File: src/rtl/coin_intake.sv
// coin_intake: synchronise, debounce and classify coin/cancel sensors
// into a one-strike coin bus for the vending-machine controller.
module coin_intake #(
    parameter int unsigned DEBOUNCE = 4,
    parameter int unsigned RELEASE  = 4
) (
    input  logic       clk,
    input  logic       rst_n,
    input  logic       coin5_raw,
    input  logic       coin10_raw,
    input  logic       coin25_raw,
    input  logic       cancel_raw,
    output logic [1:0] coin_code,
    output logic       confirm,
    output logic       reject,
    output logic       busy,
    output logic [7:0] err_count
);

    typedef enum logic [1:0] {
        IDLE,
        SETTLE,
        EMIT,
        WAIT_REL
    } state_t;

    localparam logic [7:0] DB = 8'(DEBOUNCE);
    localparam logic [7:0] RL = 8'(RELEASE);

    state_t     state;
    state_t     state_nx;
    logic [3:0] sync1;
    logic [3:0] sv;
    logic [3:0] cand;
    logic [3:0] cand_nx;
    logic [7:0] cnt;
    logic [7:0] cnt_nx;
    logic [7:0] cnt_inc;
    logic [1:0] code_nx;
    logic       confirm_nx;
    logic       reject_nx;
    logic [7:0] err_nx;
    logic [1:0] cls_code;
    logic       cls_ok;

    // Two-flop synchronisers; sv = {cancel, c25, c10, c5}
    always_ff @(posedge clk or negedge rst_n) begin
        if (!rst_n) begin
            sync1 <= 4'b0000;
            sv    <= 4'b0000;
        end else begin
            sync1 <= {cancel_raw, coin25_raw, coin10_raw, coin5_raw};
            sv    <= sync1;
        end
    end

    // Cancel wins over any coin bits; multiple coins are illegal
    always_comb begin
        cls_code = 2'b00;
        cls_ok   = 1'b0;
        unique case (1'b1)
            cand[3]: begin
                cls_code = 2'b00;
                cls_ok   = 1'b1;
            end
            (cand == 4'b0001): begin
                cls_code = 2'b01;
                cls_ok   = 1'b1;
            end
            (cand == 4'b0010): begin
                cls_code = 2'b10;
                cls_ok   = 1'b1;
            end
            (cand == 4'b0100): begin
                cls_code = 2'b11;
                cls_ok   = 1'b1;
            end
            default: begin
                cls_code = 2'b00;
                cls_ok   = 1'b0;
            end
        endcase
    end

    assign cnt_inc = cnt + 8'd1;

    always_comb begin
        state_nx   = state;
        cand_nx    = cand;
        cnt_nx     = cnt;
        code_nx    = coin_code;
        confirm_nx = 1'b0;
        reject_nx  = 1'b0;
        err_nx     = err_count;
        case (state)
            IDLE: begin
                if (sv != 4'b0000) begin
                    cand_nx  = sv;
                    cnt_nx   = 8'd1;
                    state_nx = (DB == 8'd1) ? EMIT : SETTLE;
                end
            end
            SETTLE: begin
                if (sv == cand) begin
                    cnt_nx = cnt_inc;
                    if (cnt_inc == DB) begin
                        state_nx = EMIT;
                    end
                end else begin
                    cnt_nx   = 8'd0;
                    state_nx = IDLE;
                end
            end
            EMIT: begin
                if (cls_ok) begin
                    code_nx    = cls_code;
                    confirm_nx = 1'b1;
                end else begin
                    reject_nx = 1'b1;
                    if (err_count != 8'hff) begin
                        err_nx = err_count + 8'd1;
                    end
                end
                cnt_nx   = 8'd0;
                state_nx = WAIT_REL;
            end
            WAIT_REL: begin
                // Any activity restarts the quiet-time count
                if (sv == 4'b0000) begin
                    cnt_nx = cnt_inc;
                    if (cnt_inc == RL) begin
                        cnt_nx   = 8'd0;
                        state_nx = IDLE;
                    end
                end else begin
                    cnt_nx = 8'd0;
                end
            end
            default: begin
                cnt_nx   = 8'd0;
                state_nx = IDLE;
            end
        endcase
    end

    always_ff @(posedge clk or negedge rst_n) begin
        if (!rst_n) begin
            state     <= IDLE;
            cand      <= 4'b0000;
            cnt       <= 8'd0;
            coin_code <= 2'b00;
            confirm   <= 1'b0;
            reject    <= 1'b0;
            err_count <= 8'd0;
        end else begin
            state     <= state_nx;
            cand      <= cand_nx;
            cnt       <= cnt_nx;
            coin_code <= code_nx;
            confirm   <= confirm_nx;
            reject    <= reject_nx;
            err_count <= err_nx;
        end
    end

    assign busy = (state != IDLE);

endmodule

File: config.mk
export PLATFORM = sky130hd
export DESIGN_NAME = coin_intake
export DESIGN_NICKNAME = d
export VERILOG_FILES = /design/src/rtl/coin_intake.sv
export SDC_FILE = /design/constraint.sdc
export NUM_CORES = 1
export LEC_CHECK = 0
export ABC_AREA = 1
export ABC_CLOCK_PERIOD_IN_PS = 1400
export CORE_MARGIN = 2
export CORE_UTILIZATION = 40
export CTS_CLUSTER_SIZE = 28
export DETAILED_ROUTE_END_ITERATION = 16
export PLACE_DENSITY_LB_ADDON = 0.1
export SLEW_MARGIN = 5
export SYNTH_ARGS = -nofsm -noshare
export SYNTH_HDL_FRONTEND = slang
export SYNTH_SLANG_ARGS = --single-unit
File: constraint.sdc
create_clock -name clk -period 1.4 [get_ports clk]
set_input_delay 0.35 -clock clk [delete_from_list [all_inputs] [get_ports clk]]
set_output_delay 0.35 -clock clk [all_outputs]
set_load 0.005 [all_outputs]
==> metrics.yaml <==
status: "finished with violations"
violations: "negative setup slack"
finalNetCount: 278
sw_frac_of_total_pct: 32.81
yosysWarningCount: 0
total_leakage_power_nw: 1.282
drt-total-wl_microns: 4254
worst_pin_slew_ns: 0.3022
cp.required_ns: 1.57
rows: 23
synthTopCellsByCount: "nand2_1 (49), dfrtp_1 (34), inv_1 (33), nor2_1 (16), nand3_1 (12)"
clockPowerShare_pct: 30.1
fin_setup_tns_ns: -0.9767
die_w_microns: 69.18
hp-class: "flip-flop to flip-flop"
maxCapViolCount: 0
cts_tree: "yes"
synth_top_area_cell: "dfrtp_1"
yosysTopAreaCellShare_pct: 50.07
async_reset_ff_share_pct: 100.0
post_dp_cell_area_sq_mm: 0.002138
routabilityCongestion: 0.7570
die_area_sq_mm: 0.004785
place_hpwl_microns: 2702
port_buffers: 18
h-tree-depth: 2
synth-edff-count: 0
path_max_fanout: 8
drc: 0
syn_area_per_cell_sq_um: 8.370
clk_latency_ns: 0.29
synthCells: 203
antenna_cells: 0
power_density_mw_per_mm2: 1347
avgViaCountPerCell: 4.826
clk_pin_slew_ns: 0.08
finClkSkew_ns: 0.008900
ys_types: 28
vias: 1549
first_pass_iters: 4
slew_viol_final: 0
max-vdd-ir-drop_mv: 0.8553
fin_crit_ns: 1.496
num-fill-cells: 317
cpPeakStageDelay_ns: 0.45
drt_iter0_markers: 58
fin_area_sq_mm: 0.002675
ys_seq_area_share_pct: 50.07
p_int_mw: 2.421
initial_core_util_pct: 41.87
grt_pass1_vias: 1576
synthTopCellsByArea: "dfrtp_1 (50%), nand2_1 (11%), inv_1 (7.3%)"
dominantRegCellSynth: "dfrtp_1"
grt_overflow: 0
grt_max_degree: 35
p_seq_share_pct: 35.1
crit_type: "flip-flop to flip-flop"
fmax_mhz: 668.5
drive_gt1_share_pct: 42.80
cts_hold_buffers: 0
grt_usage_pct: 18.86
rsz0062_at_grt: "yes"
finalHoldViolCount: 0
synth_most_common_cell: "nand2_1"
endpoint_kind: "flip-flop"
syn-num-nets: 211
finalCritPeriodShare_pct: 106.8
syn-cell-area_sq_mm: 0.001699
cts.sinks: 34
cp_num_buf_inv: 2
antenna_found_initial: 0
fp.dieH_microns: 69.18
power.switching_mw: 1.182
synthToLayoutAreaGrowth_pct: 57.44
cts_buffers: 5
clockBufferDepth: 2
io_pins: 19
hold_slack_ns: 0.3465
fin_ws_ns: -0.09585
wl_per_cell_microns: 13.25
path_delay_family: "simple AND/OR/NAND/NOR gates"
synth-seq-cells: 34
worstPathCellList: "inv_2 -> nand4_1 -> nand2_2 -> nor3_4 -> nand3_4 -> buf_12 -> nand2_4 -> o21ai_2"
core_area_sq_mm: 0.004058
slowest_stage: "dfrtp_2"
drtAntennaViolNets: 0
critPathArrivalTime_ns: 1.67
setup_violations: 18
clock-root-buffer: "clkbuf_8"
grt_pass1_wl_microns: 7238
pwr-share-comb_pct: 34.7
slew_headroom_pct: 79.70
startpoint_type: "flip-flop"
[metal layers]
metal	GRT usage (%)	wire [microns]
met5	0	0
met4	6.318	71
met3	4.942	105
met2	32.05	2275
met1	23.26	1803
[logic make-up after synthesis]
group / Yosys count / share of synthesized area, %
flops: 34 / 50.07
buf+inv: 37 / 8.689
xor+xnor: 9 / 4.639
fa+ha+maj: 2 / 1.473
compound gates: 28 / 10.46
simple gates: 93 / 24.67
[cell usage in the layout (no fill, tap or decap), types with 3 or more instances in the layout]
master and n:
buf_4 39, buf_6 3, clkbuf_8 5, clkdlybuf4s50_1 5, dfrtp_1 29, dfrtp_2 5
dlygate4sd2_1 10, inv_1 28, inv_2 6, nand2_1 34, nand2_2 7, nand2_4 10
nand3_1 7, nand3_2 5, nand4_1 5, nor2_1 11, nor2_2 5, nor3_1 3
o21ai_0 8, o21ai_1 3, o21ai_2 8, o22ai_2 4, xnor2_1 5, xor2_1 3
[path summary, 6_finish.rpt]
check                               from            to  slack (ns)  cells past startpoint
worst max-delay path             cand[2]  err_count[2]        -0.1                      8
worst min-delay path            sync1[1]         sv[1]        0.35                      0
worst max register to register   cand[2]  err_count[2]        -0.1                      8
worst min register to register  sync1[1]         sv[1]        0.35                      0
max in group asynchronous          rst_n       cand[2]        0.79                      2
min in group asynchronous          rst_n  err_count[2]        0.42                      2
[per-stage QoR]
stage	util [%]	setup WS, ns	power, mW	instances
CTS	62.23	-0.09687	3.480	317
finish	65.93	-0.09585	3.603	321
global route	65.93	-0.2316	3.816	321
global placement	52.70	-0.05138	2.108	293
floorplan	-	-0.005007	1.730	203
detailed placement	52.70	-0.1354	2.131	293
[timing repair]
item	in CTS	in global routing
setup buffers	16	4
pin swaps	11	11
resized for setup	53	35
hold endpoints to repair	0	0
gates cloned	1	0
setup endpoints to repair	32	23
[flip-flops by register name, indices dropped and copies added (netlist names), named ones only]
signal     cells
cnt            8
err_count      8
cand           4
sv             4
sync1          4
coin_code      2
confirm        1
reject         1
state          1
[final cells by class]
type	count	area, sq um	area share [%]
Clock inverter	3	68.82	2.572
Multi-Input combinational cell	132	942.2	35.22
Timing Repair Buffer	62	541.8	20.25
Clock buffer	5	68.82	2.572
Tap cell	50	62.56	2.339
Sequential cell	34	857.1	32.04
Inverter	35	133.9	5.005
[power groups by stage]
| stage | sequential, mW | combinational (mW) | clock [mW] |
|---|---|---|---|
| final | 1.27 | 1.25 | 1.09 |
| after global routing | 1.28 | 1.38 | 1.15 |
| after CTS | 1.25 | 1.12 | 1.11 |
| after detailed placement | 1.25 | 0.879 | 0 |
| after global placement | 1.24 | 0.868 | 0 |
| after floorplan | 1.22 | 0.515 | 0 |
No activity file was read; power rests on OpenSTA's default activity.
==> RTL edit: new RTL, same flow settings <==
Encoding of `state_t`: now one-hot (4 bits for 4 states).
--- a/src/rtl/coin_intake.sv
+++ b/src/rtl/coin_intake.sv
@@ -19,7 +19,7 @@
 
-    typedef enum logic [1:0] {
-        IDLE,
-        SETTLE,
-        EMIT,
-        WAIT_REL
+    typedef enum logic [3:0] {
+        IDLE     = 4'b0001,
+        SETTLE   = 4'b0010,
+        EMIT     = 4'b0100,
+        WAIT_REL = 4'b1000
     } state_t;
Formal check against the unedited RTL: no difference found for any inputs over 10 cycles, from zero or initial values and one cycle with rst_n low; not proved beyond that.
==> RTL edit against the unedited design <==
The flow still finishes with violations (negative setup slack); area after synthesis rose by 8.8%; utilization fell by 4.5 points; sequential cell count up 2; total power fell by 1.3%; wire length is 1.8% lower; worst setup slack better by 92 ps; final area up 1.3%; clock power down 14%.
==> RTL edit: results (changes against the unedited design) <==
| Metric | Value |
|---|---|
| Sequential area share after synthesis | 0.488 (-0.0126) |
| Max Root-Sink Buffers | 2 (unchanged) |
| Ranking of synthesized cells by area | dfrtp_1 (47%), nand2_1 (12%), nand3_1 (5.4%) |
| Synth cell count leaders | nand2_1 (58), dfrtp_1 (35), inv_1 (22), nand3_1 (20), nor2_1 (11) |
| Clk_skew | 9.62 ps (+0.724 ps) |
| Worst skew pair latency | 290 ps (about the same) |
| Vias/cell | 4.82 (-0.14%) |
| Fillers | 377 (+19%) |
| Max_slew headroom | 0.777 (-0.0196) |
| H-tree Lvls | 2 (unchanged) |
| Status | finished, violations left |
| Yosys warns | 0 (unchanged) |
| DPL Wire Length | 2.71 mm (+0.43%) |
| Pin count of the biggest net entering global routing | 37 (+5.7%) |
| Nets | 281 (+1.1%) |
| Mapped Nets | 215 (+1.9%) |
| Vias in the first global route | 1,551 (-1.6%) |
| # diodes | 0 (unchanged) |
| Root Buffer | clkbuf_8 |
| Inst Count DP | 304 (+3.8%) |
| Layout cells sized above 1 | 0.405 (-0.0229) |
| Maximum vdd drop | 700 uV (-18%) |
| Routed WL per cell | 12.8 um (-3.3%) |
| Final Setup Violations | 1 (-17) |
| Clock-pin slew on the worst setup and hold paths | 80 ps (about the same) |
| Dpl ws | -24.8 ps (+111 ps) |
| GPL Wtd Cong | 0.824 (+8.8%) |
| Ys async rst share | 1.00 (unchanged) |
| Hold Path Class | input port to asynchronous set/reset pin |
| CTS Buf Count | 5 (unchanged) |
| Synth unique cells | 27 (-3.6%) |
| Port bufs | 18 (unchanged) |
| LEAKAGE | 1.36 nW (+6.1%) |
| Crit path max fanout | 7 (-1) |
| Final setup margin | -4.15 ps (+91.7 ps) |
| Final WL | 4.18 mm (-1.8%) |
| Failing checks | negative setup slack |
| Total GRT Usage | 0.171 (-0.0173) |
| Initial DRC Count | 76 (+31%) |
| First-pass GRT wire length | 6.84 mm (-5.4%) |
| Syn_area_per_cell | 8.93 um^2 (+6.7%) |
| Detailed Routing Iterations Pass 1 | 4 (unchanged) |
==> RTL edit: changes by cell type in the layout (fill, tap and decap cells not counted), moves of 5 or more <==
| cell | before | now |
|---|---|---|
| o21ai_2 | 8 | 1 |
| nand3_4 | 1 | 6 |
| nand2_4 | 10 | 2 |
| nand3_1 | 7 | 13 |
| inv_1 | 28 | 17 |
| nand2_1 | 34 | 50 |
==> RTL edit: stage by stage <==
| stage | total power, mW | setup TNS (ps) | utilization | hold WS, ps | area, um^2 |
|---|---|---|---|---|---|
| floorplan | 1.94 | 0 | - | 54.4 | 1850 |
| global placement | 2.37 | -0.309 | 0.522 | 329 | 2300 |
| detailed placement | 2.39 | -115 | 0.522 | 328 | 2300 |
| CTS | 3.40 | -99.6 | 0.567 | 8.72 | 2500 |
| global route | 3.80 | -1250 | 0.614 | 6.27 | 2710 |
| finish | 3.56 | -4.15 | 0.614 | 3.01 | 2710 |
==> RTL edit: critical path, stage by stage, from the launching register on <==
cell and delay [ps]:
dfrtp_1 400, buf_4 150, ha_4 160, nand3_4 80, nor2_4 50, nand3_4 140
nand3_4 140, xor2_1 160
==> RTL edit: what timing repair did <==
action / CTS / global route
buffers inserted: 8 / 5
endpoints found under the setup margin: 19 / 23
gates cloned: 1 / 0
pin swaps: 4 / 22
gates resized for setup: 26 / 46
==> RTL edit: metal layers <==
metal,vias to the layer above,wire [um],global-route usage
li1,800,-,-
met1,745,1960,0.220
met2,19,2050,0.286
met3,7,131,0.0458
met4,0,37,0.0503
met5,-,0,0
==> RTL edit: worst paths after layout <==
kind / start / to / slack (ps) / cells after the start
max: err_count[1] / err_count[0] / -4 / 7
max reg2reg: err_count[1] / err_count[0] / -4 / 7
min in group clk: sync1[2] / sv[2] / 360 / 0
min: rst_n / sv[3] / 3 / 2
min reg2reg: sync1[2] / sv[2] / 360 / 0
max in group asynchronous: rst_n / state[0] / 1150 / 2
==> RTL edit: layout make-up <==
cell class              count  share of cell area
flip-flops and latches     36               0.335
inverters                  24              0.0332
clock buffers               5              0.0254
repair buffers             58               0.179
clock inverters             3              0.0171
multi-input cells         148               0.386
well taps                  52              0.0240
==> RTL edit: cells by family (layout without fill, tap and decap cells) <==
family,Yosys count,in the layout,synth area share
adders and majority gates,2,2,0.0135
AOI/OAI and AO/OA,17,17,0.0664
buffers and inverters,24,90,0.0487
DFF,36,36,0.488
xor gates and xnor gates,14,14,0.0664
and+or+nand+nor,114,115,0.317
==> RTL edit: power breakdown <==
group	total (mW)	internal, mW	switching [mW]
logic	1.27	0.564	0.707
registers	1.35	1.19	0.154
clock network	0.940	0.537	0.404
